<file path="src/rtl/gesture_vision_pkg.sv">
// Shared definitions for the vision pipeline: image geometry defaults,
// stream-controller FSM encoding and the layout of the pixel tag word.
package gesture_vision_pkg;

    localparam int IMG_W_DEF      = 320;
    localparam int IMG_H_DEF      = 240;
    localparam int CONV_LAT_DEF   = 2;
    localparam int FIFO_DEPTH_DEF = 4;

    localparam int PIX_W  = 16;          // RGB565
    localparam int CH_W   = 8;           // one Y/Cb/Cr channel
    localparam int YCC_W  = 3 * CH_W;

    // Tag word, LSB first: eof, eol, sof, row, col
    localparam int FLAG_W  = 3;
    localparam int EOF_OFS = 0;
    localparam int EOL_OFS = 1;
    localparam int SOF_OFS = 2;
    localparam int ROW_OFS = FLAG_W;

    function automatic int col_ofs(input int row_w);
        return FLAG_W + row_w;
    endfunction

    function automatic int tag_w(input int col_w, input int row_w);
        return col_w + row_w + FLAG_W;
    endfunction

    typedef enum logic [1:0] {
        ST_IDLE     = 2'd0,
        ST_WAIT_SOF = 2'd1,
        ST_ACTIVE   = 2'd2,
        ST_DRAIN    = 2'd3
    } state_e;

endpackage

</file>
<file path="src/rtl/sync_fifo_fwft.sv">
// First-word-fall-through FIFO: head entry is visible on dout whenever
// empty is low; writes land on the clock edge.
module sync_fifo_fwft #(
    parameter int WIDTH = 8,
    parameter int DEPTH = 4
) (
    input  logic                       clk,
    input  logic                       rst_n,
    input  logic                       push,
    input  logic [WIDTH-1:0]           din,
    input  logic                       pop,
    output logic [WIDTH-1:0]           dout,
    output logic                       full,
    output logic                       empty,
    output logic [$clog2(DEPTH+1)-1:0] count
);

    localparam int PTR_W = (DEPTH > 1) ? $clog2(DEPTH) : 1;
    localparam int CNT_W = $clog2(DEPTH + 1);

    logic [WIDTH-1:0] mem_q [DEPTH];
    logic [PTR_W-1:0] wr_ptr_q, wr_ptr_d;
    logic [PTR_W-1:0] rd_ptr_q, rd_ptr_d;
    logic [CNT_W-1:0] count_q, count_d;
    logic             do_pop;

    function automatic logic [PTR_W-1:0] ptr_inc(input logic [PTR_W-1:0] p);
        if (p == PTR_W'(DEPTH - 1)) return '0;
        return p + 1'b1;
    endfunction

    assign do_pop = pop & (count_q != '0);
    assign dout   = mem_q[rd_ptr_q];
    assign full   = (count_q == CNT_W'(DEPTH));
    assign empty  = (count_q == '0);
    assign count  = count_q;

    // Pointer and occupancy update; push+pop together keeps the count
    always_comb begin
        wr_ptr_d = wr_ptr_q;
        rd_ptr_d = rd_ptr_q;
        count_d  = count_q;
        if (push)   wr_ptr_d = ptr_inc(wr_ptr_q);
        if (do_pop) rd_ptr_d = ptr_inc(rd_ptr_q);
        case ({push, do_pop})
            2'b10:   count_d = count_q + 1'b1;
            2'b01:   count_d = count_q - 1'b1;
            default: count_d = count_q;
        endcase
    end

    // Storage and pointer registers; storage is cleared so the head reads 0 after reset
    always_ff @(posedge clk) begin
        if (!rst_n) begin
            wr_ptr_q <= '0;
            rd_ptr_q <= '0;
            count_q  <= '0;
            for (int i = 0; i < DEPTH; i++) mem_q[i] <= '0;
        end else begin
            // The credit scheme upstream must never let a push hit a full FIFO
            assert (!(push && full));
            wr_ptr_q <= wr_ptr_d;
            rd_ptr_q <= rd_ptr_d;
            count_q  <= count_d;
            if (push) mem_q[wr_ptr_q] <= din;
        end
    end

endmodule

</file>
<file path="src/rtl/ycbcr_stream_ctrl.sv">
// Feeds RGB565 pixels into a stall-less external converter, carries the
// position tags alongside it, and parks results in a FIFO. Pixels are only
// accepted while a FIFO slot is reserved for them, so backpressure on the
// output can never lose a converter result.
module ycbcr_stream_ctrl
    import gesture_vision_pkg::*;
#(
    parameter int IMG_W      = IMG_W_DEF,
    parameter int IMG_H      = IMG_H_DEF,
    parameter int CONV_LAT   = CONV_LAT_DEF,
    parameter int FIFO_DEPTH = FIFO_DEPTH_DEF,
    parameter int COL_W      = $clog2(IMG_W),
    parameter int ROW_W      = $clog2(IMG_H)
) (
    input  logic             clk,
    input  logic             rst_n,
    input  logic             enable,
    input  logic [PIX_W-1:0] s_pix,
    input  logic             s_sof,
    input  logic             s_valid,
    output logic             s_ready,
    output logic [PIX_W-1:0] conv_rgb565,
    output logic             conv_valid_in,
    input  logic [CH_W-1:0]  conv_y,
    input  logic [CH_W-1:0]  conv_cb,
    input  logic [CH_W-1:0]  conv_cr,
    input  logic             conv_valid_out,
    output logic [CH_W-1:0]  m_y,
    output logic [CH_W-1:0]  m_cb,
    output logic [CH_W-1:0]  m_cr,
    output logic [COL_W-1:0] m_col,
    output logic [ROW_W-1:0] m_row,
    output logic             m_sof,
    output logic             m_eol,
    output logic             m_eof,
    output logic             m_valid,
    input  logic             m_ready,
    output logic             frame_done,
    output logic             err_sync
);

    localparam int TAG_W   = tag_w(COL_W, ROW_W);
    localparam int COL_OFS = col_ofs(ROW_W);
    localparam int ENT_W   = YCC_W + TAG_W;
    localparam int CNT_W   = $clog2(FIFO_DEPTH + 1);
    localparam logic [CNT_W:0] DEPTH_C = (CNT_W+1)'(FIFO_DEPTH);

    // Every in-flight pixel needs a guaranteed FIFO slot, plus one for the head being popped
    if (FIFO_DEPTH < CONV_LAT + 2) begin : g_bad_depth
        $error("ycbcr_stream_ctrl: FIFO_DEPTH must be >= CONV_LAT+2");
    end

    state_e             state_q, state_d;
    logic [COL_W-1:0]   col_q, col_d;
    logic [ROW_W-1:0]   row_q, row_d;
    logic [CNT_W-1:0]   inflight_q, inflight_d;
    logic [CONV_LAT-1:0] vld_pipe_q, vld_pipe_d;
    logic [TAG_W-1:0]   tag_pipe_q [CONV_LAT];
    logic [TAG_W-1:0]   tag_pipe_d [CONV_LAT];
    logic               err_sync_q, err_sync_d;
    logic               frame_done_q, frame_done_d;

    logic               has_credit, accept, issue, pop, drain_done;
    logic [COL_W-1:0]   iss_col;
    logic [ROW_W-1:0]   iss_row;
    logic               iss_sof, iss_eol, iss_eof;
    logic [TAG_W-1:0]   iss_tag;
    logic [ENT_W-1:0]   fifo_din, fifo_dout;
    logic [CNT_W-1:0]   fifo_count;
    logic               fifo_full, fifo_empty;

    // Credit: FIFO slots not already occupied or promised to in-flight pixels
    assign has_credit = !fifo_full &&
                        (({1'b0, fifo_count} + {1'b0, inflight_q}) < DEPTH_C);
    assign s_ready    = ((state_q == ST_WAIT_SOF) || (state_q == ST_ACTIVE)) && has_credit;
    assign accept     = s_valid && s_ready;
    // While hunting for a frame start, non-sof pixels are swallowed without issue
    assign issue         = accept && ((state_q == ST_ACTIVE) || s_sof);
    assign conv_valid_in = issue;
    assign conv_rgb565   = issue ? s_pix : '0;

    assign m_valid    = !fifo_empty;
    assign pop        = m_valid && m_ready;
    // Frame is done once nothing is in the converter and this cycle's pop empties the FIFO
    assign drain_done = (inflight_q == '0) && !conv_valid_out &&
                        (fifo_empty || ((fifo_count == CNT_W'(1)) && pop));

    // Tag for the pixel being issued; a sof pixel always restarts at (0,0)
    always_comb begin
        iss_col = s_sof ? '0 : col_q;
        iss_row = s_sof ? '0 : row_q;
        iss_eol = (iss_col == COL_W'(IMG_W - 1));
        iss_eof = iss_eol && (iss_row == ROW_W'(IMG_H - 1));
        iss_sof = (iss_col == '0) && (iss_row == '0);
        iss_tag = {iss_col, iss_row, iss_sof, iss_eol, iss_eof};
    end

    // Frame sequencing, position counters and status pulses
    always_comb begin
        state_d      = state_q;
        col_d        = col_q;
        row_d        = row_q;
        frame_done_d = 1'b0;
        err_sync_d   = 1'b0;
        case (state_q)
            ST_IDLE: begin
                if (enable) state_d = ST_WAIT_SOF;
            end
            ST_WAIT_SOF, ST_ACTIVE: begin
                if (issue) begin
                    state_d = ST_ACTIVE;
                    if (iss_eof) begin
                        col_d   = '0;
                        row_d   = '0;
                        state_d = ST_DRAIN;
                    end else if (iss_eol) begin
                        col_d = '0;
                        row_d = iss_row + 1'b1;
                    end else begin
                        col_d = iss_col + 1'b1;
                        row_d = iss_row;
                    end
                end
            end
            ST_DRAIN: begin
                if (drain_done) begin
                    frame_done_d = 1'b1;
                    state_d      = enable ? ST_WAIT_SOF : ST_IDLE;
                end
            end
            default: state_d = ST_IDLE;
        endcase
        // Unexpected frame start, or converter output not lining up with our tags
        if ((state_q == ST_ACTIVE) && accept && s_sof) err_sync_d = 1'b1;
        if (vld_pipe_q[CONV_LAT-1] != conv_valid_out) err_sync_d = 1'b1;
    end

    // Tag shift register mirroring the converter pipeline, advanced every cycle
    always_comb begin
        vld_pipe_d[0] = issue;
        tag_pipe_d[0] = issue ? iss_tag : '0;
        for (int i = 1; i < CONV_LAT; i++) begin
            vld_pipe_d[i] = vld_pipe_q[i-1];
            tag_pipe_d[i] = tag_pipe_q[i-1];
        end
    end

    // In-flight count; issue and return in the same cycle cancel out
    always_comb begin
        inflight_d = inflight_q;
        if (issue && !conv_valid_out)
            inflight_d = inflight_q + 1'b1;
        else if (!issue && conv_valid_out && (inflight_q != '0))
            inflight_d = inflight_q - 1'b1;
    end

    // Control state registers
    always_ff @(posedge clk) begin
        if (!rst_n) begin
            state_q      <= ST_IDLE;
            col_q        <= '0;
            row_q        <= '0;
            inflight_q   <= '0;
            vld_pipe_q   <= '0;
            err_sync_q   <= 1'b0;
            frame_done_q <= 1'b0;
            for (int i = 0; i < CONV_LAT; i++) tag_pipe_q[i] <= '0;
        end else begin
            state_q      <= state_d;
            col_q        <= col_d;
            row_q        <= row_d;
            inflight_q   <= inflight_d;
            vld_pipe_q   <= vld_pipe_d;
            err_sync_q   <= err_sync_d;
            frame_done_q <= frame_done_d;
            for (int i = 0; i < CONV_LAT; i++) tag_pipe_q[i] <= tag_pipe_d[i];
        end
    end

    assign err_sync   = err_sync_q;
    assign frame_done = frame_done_q;

    // Any converter result is stored, even if its tag slot was empty
    assign fifo_din = {conv_y, conv_cb, conv_cr, tag_pipe_q[CONV_LAT-1]};

    sync_fifo_fwft #(
        .WIDTH (ENT_W),
        .DEPTH (FIFO_DEPTH)
    ) u_fifo (
        .clk   (clk),
        .rst_n (rst_n),
        .push  (conv_valid_out),
        .din   (fifo_din),
        .pop   (pop),
        .dout  (fifo_dout),
        .full  (fifo_full),
        .empty (fifo_empty),
        .count (fifo_count)
    );

    assign m_y   = fifo_dout[TAG_W + 2*CH_W +: CH_W];
    assign m_cb  = fifo_dout[TAG_W + CH_W   +: CH_W];
    assign m_cr  = fifo_dout[TAG_W          +: CH_W];
    assign m_col = fifo_dout[COL_OFS +: COL_W];
    assign m_row = fifo_dout[ROW_OFS +: ROW_W];
    assign m_sof = fifo_dout[SOF_OFS];
    assign m_eol = fifo_dout[EOL_OFS];
    assign m_eof = fifo_dout[EOF_OFS];

endmodule

</file>
<file path="config.mk">
export PLATFORM = sky130hd
export DESIGN_NAME = ycbcr_stream_ctrl
export DESIGN_NICKNAME = d
export VERILOG_FILES = /design/src/rtl/gesture_vision_pkg.sv /design/src/rtl/sync_fifo_fwft.sv /design/src/rtl/ycbcr_stream_ctrl.sv
export SDC_FILE = /design/constraint.sdc
export NUM_CORES = 1
export LEC_CHECK = 0
export BUFFER_PORTS_ARGS = -buffer_cell sky130_fd_sc_hd__buf_2
export CAP_MARGIN = 40
export CORE_MARGIN = 4
export CORE_UTILIZATION = 25
export DETAILED_ROUTE_END_ITERATION = 16
export PLACE_DENSITY = 0.41
export REMOVE_ABC_BUFFERS = 1
export SYNTH_ARGS = -nofsm -noshare
export SYNTH_HDL_FRONTEND = slang
export SYNTH_SLANG_ARGS = --single-unit
</file>
<file path="constraint.sdc">
create_clock -name clk -period 2.8 [get_ports clk]
set_input_delay 0.42 -clock clk [delete_from_list [all_inputs] [get_ports clk]]
set_output_delay 0.42 -clock clk [all_outputs]
set_load 0.02 [all_outputs]
</file>
==> summary.log <==
qor: drt.detail-route-antenna-nets 0
qor: clocking.cts.htree.levels 1
qor: drt.drc 0
qor: clocking.cts.sink_count 251
qor: floorplan.number_of_rows_created_at_floorplan 76
qor: timing.final_report_max_slew_violation_count 0
qor: pwr.swShare 26.92%
qor: pwr.p_per_area 734.9 mW/mm2
qor: placed_design.number_of_buffers_added_on_ports 111
qor: pwr.p_seq_share 43.9%
qor: floorplan.coreArea 0.04308 mm2
qor: timing.fin_skew 0.009838 ns
qor: critical_path.critical_path.startpoint_type flip-flop
qor: synthesis.synth-warning-count 0
qor: worst_hold_path.hp-start m_ready
qor: floorplan.dieWidth 217.0 um
qor: final_layout.multi_input_area 0.003908 mm2
qor: synthesis.netlist_instances 802
qor: critical_path.critical_path_peak_fanout 6
qor: synthesis.synth_seq_cells 251
qor: final_layout.highest_count_cells_in_the_layout_ignoring_fill_and_taps 176 x sky130_fd_sc_hd__edfxtp_1, 171 x sky130_fd_sc_hd__and2_1, 106 x sky130_fd_sc_hd__buf_2, 70 x sky130_fd_sc_hd__dfxtp_1, 58 x sky130_fd_sc_hd__and3_1
qor: timing.worst-slew-pin-transition 0.5705 ns
qor: placed_design.dp_hpwl 16160 um
qor: run_status.status completed
qor: critical_path.crit_required 2.38 ns
qor: pwr.static-leakage-power 5.244 nW
qor: pwr.power_report.internal_total 7.168 mW
qor: global_routing.grt_antenna_before_repair 1
qor: floorplan.initial_utilization 25.34%
qor: synthesis.ys_seq_area_share 62.17%
qor: drt.dr.pass1.iters 4
qor: final_layout.final_common_cell sky130_fd_sc_hd__edfxtp_1
qor: timing.final.min_clock_period 2.672 ns
qor: floorplan.die_area 0.04707 mm2
qor: final_layout.design_area 0.01335 mm2
qor: clocking.tritoncts built
qor: final_layout.nNetsFinal 985
qor: timing.max_freq 0.3743 GHz
qor: pwr.clock_power_share 37.3%
qor: clocking.worstSkewPairLatency 0.54 ns
qor: synthesis.ys_async_sr_fraction 0%
qor: synthesis.postSynthAreaPerCell 13.61 um2
qor: placed_design.placed_area 0.01236 mm2
qor: worst_hold_path.min_path_type input port to flip-flop
qor: global_routing.first_pass_grt_wire_length 41520 um
qor: pwr.switchingPower 2.641 mW
qor: final_layout.area_growth 22.28%
qor: clocking.clk_transition_reported_paths 0.05 ns
qor: timing.setup_viol_count_final 0
qor: synthesis.synthesis.area 0.01092 mm2
qor: floorplan.boundaryPins 112
qor: drt.detail_route.vias_per_cell 4.344
qor: synthesis.yosysUniqueCellTypes 52
qor: placed_design.gp_congestion 0.7408
qor: global_routing.pin_count_of_the_biggest_net_entering_global_routing 48
qor: clocking.ctsRootBufferMaster sky130_fd_sc_hd__clkbuf_16
qor: critical_path.setup.worst_path.class flip-flop to output pin
qor: run.drv.max_cap_violation_count 0
qor: final_layout.final-instance-count-excl-fill 1530
qor: synthesis.synth_flop_cell sky130_fd_sc_hd__edfxtp_1
qor: global_routing.grt_use_total 11.15%
qor: floorplan.die_h 217.0 um
qor: critical_path.setup.worst_path.end_class output pin
qor: pwr.ir_drop 0.4265 mV
qor: clocking.cts_hold_buf 0
qor: timing.hold-worst-slack 0.1995 ns
qor: final_layout.seqCellArea 0.006795 mm2
qor: final_layout.antenna_cells 0
qor: clocking.clockBufferDepth 3
qor: critical_path.crit_start state_q[0]
qor: drt.detailedRoute.firstIterationViolations 405
qor: synthesis.synth-edff-count 176
qor: drt.routed_wl 26850 um
qor: clocking.cts_inserted_buffers 30
qor: critical_path.rr_startpoint state_q[0]
qor: critical_path.worst_ep_arrival 2.25 ns
qor: global_routing.first_global_vias 6935
qor: timing.layout_setup_ws 0.1284 ns
qor: placed_design.dp.cells 1473
qor: final_layout.drive_above_1_share 25.71%
qor: timing.final_hold_viol_count 0
qor: pwr.power.share.combinational 18.8%
qor: drt.post_drt_wl_per_cell 17.55 um
qor: drt.vias 6646
qor: final_layout.n_fill_cell 4333
qor: global_routing.aggregate_global_routing_overflow 0
qor: timing.final_worst_path_period_share 95.41%
qor: placed_design.pre_cts_slack 0.3527 ns
qor: timing.relSlewSlack 61.67%
[registers in the layout, summed over array words and instances, names as in the netlist, named ones only]
name / cells
u_fifo.mem_q: 176
tag_pipe_q: 40
col_q: 9
row_q: 8
inflight_q: 3
u_fifo.count: 3
state_q: 2
u_fifo.rd_ptr_q: 2
u_fifo.wr_ptr_q: 2
vld_pipe_q: 2
err_sync: 1
frame_done: 1
[final cells by class]
type,instances,area share [%]
Sequential cell,251,50.91
Timing Repair Buffer,141,6.880
Inverter,16,0.4499
Multi-Input combinational cell,481,29.27
Clock inverter,3,0.1125
Tap cell,585,5.484
Clock buffer,53,6.890
[per-layer routing]
metal  track usage, %  routed length (um)  vias up
met3            1.773                1054       39
met5                0                   8        -
met2            19.67               13240      132
met1            14.56               12090     3278
met4            2.332                 454        2
li1                 -                   -     3195
[power by group through the flow]
stage / registers, mW / logic (mW) / clock network, mW
after floorplan: 4.43 / 1.10 / 0
after global placement: 4.38 / 1.86 / 0
after detailed placement: 4.39 / 1.86 / 0
after CTS: 4.31 / 1.89 / 3.81
after global routing: 4.33 / 2.03 / 3.96
final: 4.30 / 1.84 / 3.66
[path summary, 6_finish.rpt]
path	end	slack, ns	cells past startpoint
max	s_ready	0.13	5
min	flip-flop	0.20	3
max reg2reg	inflight_q[2]	0.45	11
min reg2reg	tag_pipe_q[0][34]	0.43	1
[cells in the mapped netlist (2+ instances only)]
master | count | share of area, %
sky130_fd_sc_hd__a211oi_1 | 2 | 0.14
sky130_fd_sc_hd__a21o_1 | 2 | 0.14
sky130_fd_sc_hd__a21oi_1 | 18 | 0.83
sky130_fd_sc_hd__a221oi_1 | 4 | 0.32
sky130_fd_sc_hd__a41oi_1 | 3 | 0.24
sky130_fd_sc_hd__and2_1 | 171 | 9.8
sky130_fd_sc_hd__and3_1 | 58 | 3.3
sky130_fd_sc_hd__and4b_1 | 3 | 0.28
sky130_fd_sc_hd__buf_2 | 6 | 0.28
sky130_fd_sc_hd__clkbuf_1 | 47 | 1.6
sky130_fd_sc_hd__clkinv_1 | 2 | 0.069
sky130_fd_sc_hd__dfxtp_1 | 75 | 14
sky130_fd_sc_hd__edfxtp_1 | 176 | 48
sky130_fd_sc_hd__ha_1 | 16 | 1.8
sky130_fd_sc_hd__inv_1 | 14 | 0.48
sky130_fd_sc_hd__mux2i_1 | 8 | 0.73
sky130_fd_sc_hd__mux4_2 | 44 | 9.1
sky130_fd_sc_hd__nand2_1 | 27 | 0.93
sky130_fd_sc_hd__nand2b_1 | 11 | 0.63
sky130_fd_sc_hd__nand3_1 | 12 | 0.55
sky130_fd_sc_hd__nand3b_1 | 3 | 0.21
sky130_fd_sc_hd__nand4_1 | 9 | 0.52
sky130_fd_sc_hd__nand4b_1 | 2 | 0.16
sky130_fd_sc_hd__nor2_1 | 16 | 0.55
sky130_fd_sc_hd__nor2b_1 | 4 | 0.23
sky130_fd_sc_hd__nor3_1 | 10 | 0.46
sky130_fd_sc_hd__nor3b_2 | 2 | 0.23
sky130_fd_sc_hd__nor4_1 | 3 | 0.17
sky130_fd_sc_hd__o211a_1 | 2 | 0.18
sky130_fd_sc_hd__o211ai_1 | 6 | 0.41
sky130_fd_sc_hd__o21a_1 | 2 | 0.14
sky130_fd_sc_hd__o21ai_0 | 13 | 0.60
sky130_fd_sc_hd__o41ai_1 | 2 | 0.16
sky130_fd_sc_hd__or3_1 | 3 | 0.17
sky130_fd_sc_hd__or4_1 | 7 | 0.48
sky130_fd_sc_hd__xor2_1 | 3 | 0.24
[metrics by stage]
stage               power [mW]  util (%)   TNS (ns)
floorplan                5.526         -     -69.84
CTS                      10.01     30.92          0
global placement         6.244     28.68          0
global route             10.32     30.99  -0.001420
finish                   9.809     30.99          0
detailed placement       6.246     28.68          0
[logic make-up after synthesis]
| group | synth area share, % |
|---|---|
| AND/OR/NAND/NOR | 19.49 |
| AO/OA/AOI/OAI | 3.794 |
| flip-flops | 62.17 |
| buffers and inverters | 2.476 |
| multiplexers | 9.812 |
| adder cells (fa/ha/maj) | 2.017 |
| XOR/XNOR | 0.2408 |
[repair_timing]
| item | CTS | global route |
|---|---|---|
| endpoints found under the setup margin | 18 | 17 |
| pin swaps | 0 | 1 |
| gates resized for setup | 5 | 10 |
| cloned | 0 | 0 |
| setup buffers | 0 | 1 |
[critical path, cell delays in order (launching register included)]
cell	delay [ns]
sky130_fd_sc_hd__dfxtp_2	0.34
sky130_fd_sc_hd__inv_1	0.08
sky130_fd_sc_hd__ha_4	0.30
sky130_fd_sc_hd__or4b_4	0.49
sky130_fd_sc_hd__nor3_1	0.28
sky130_fd_sc_hd__buf_2	0.23
(Power assumes the default switching activity.)
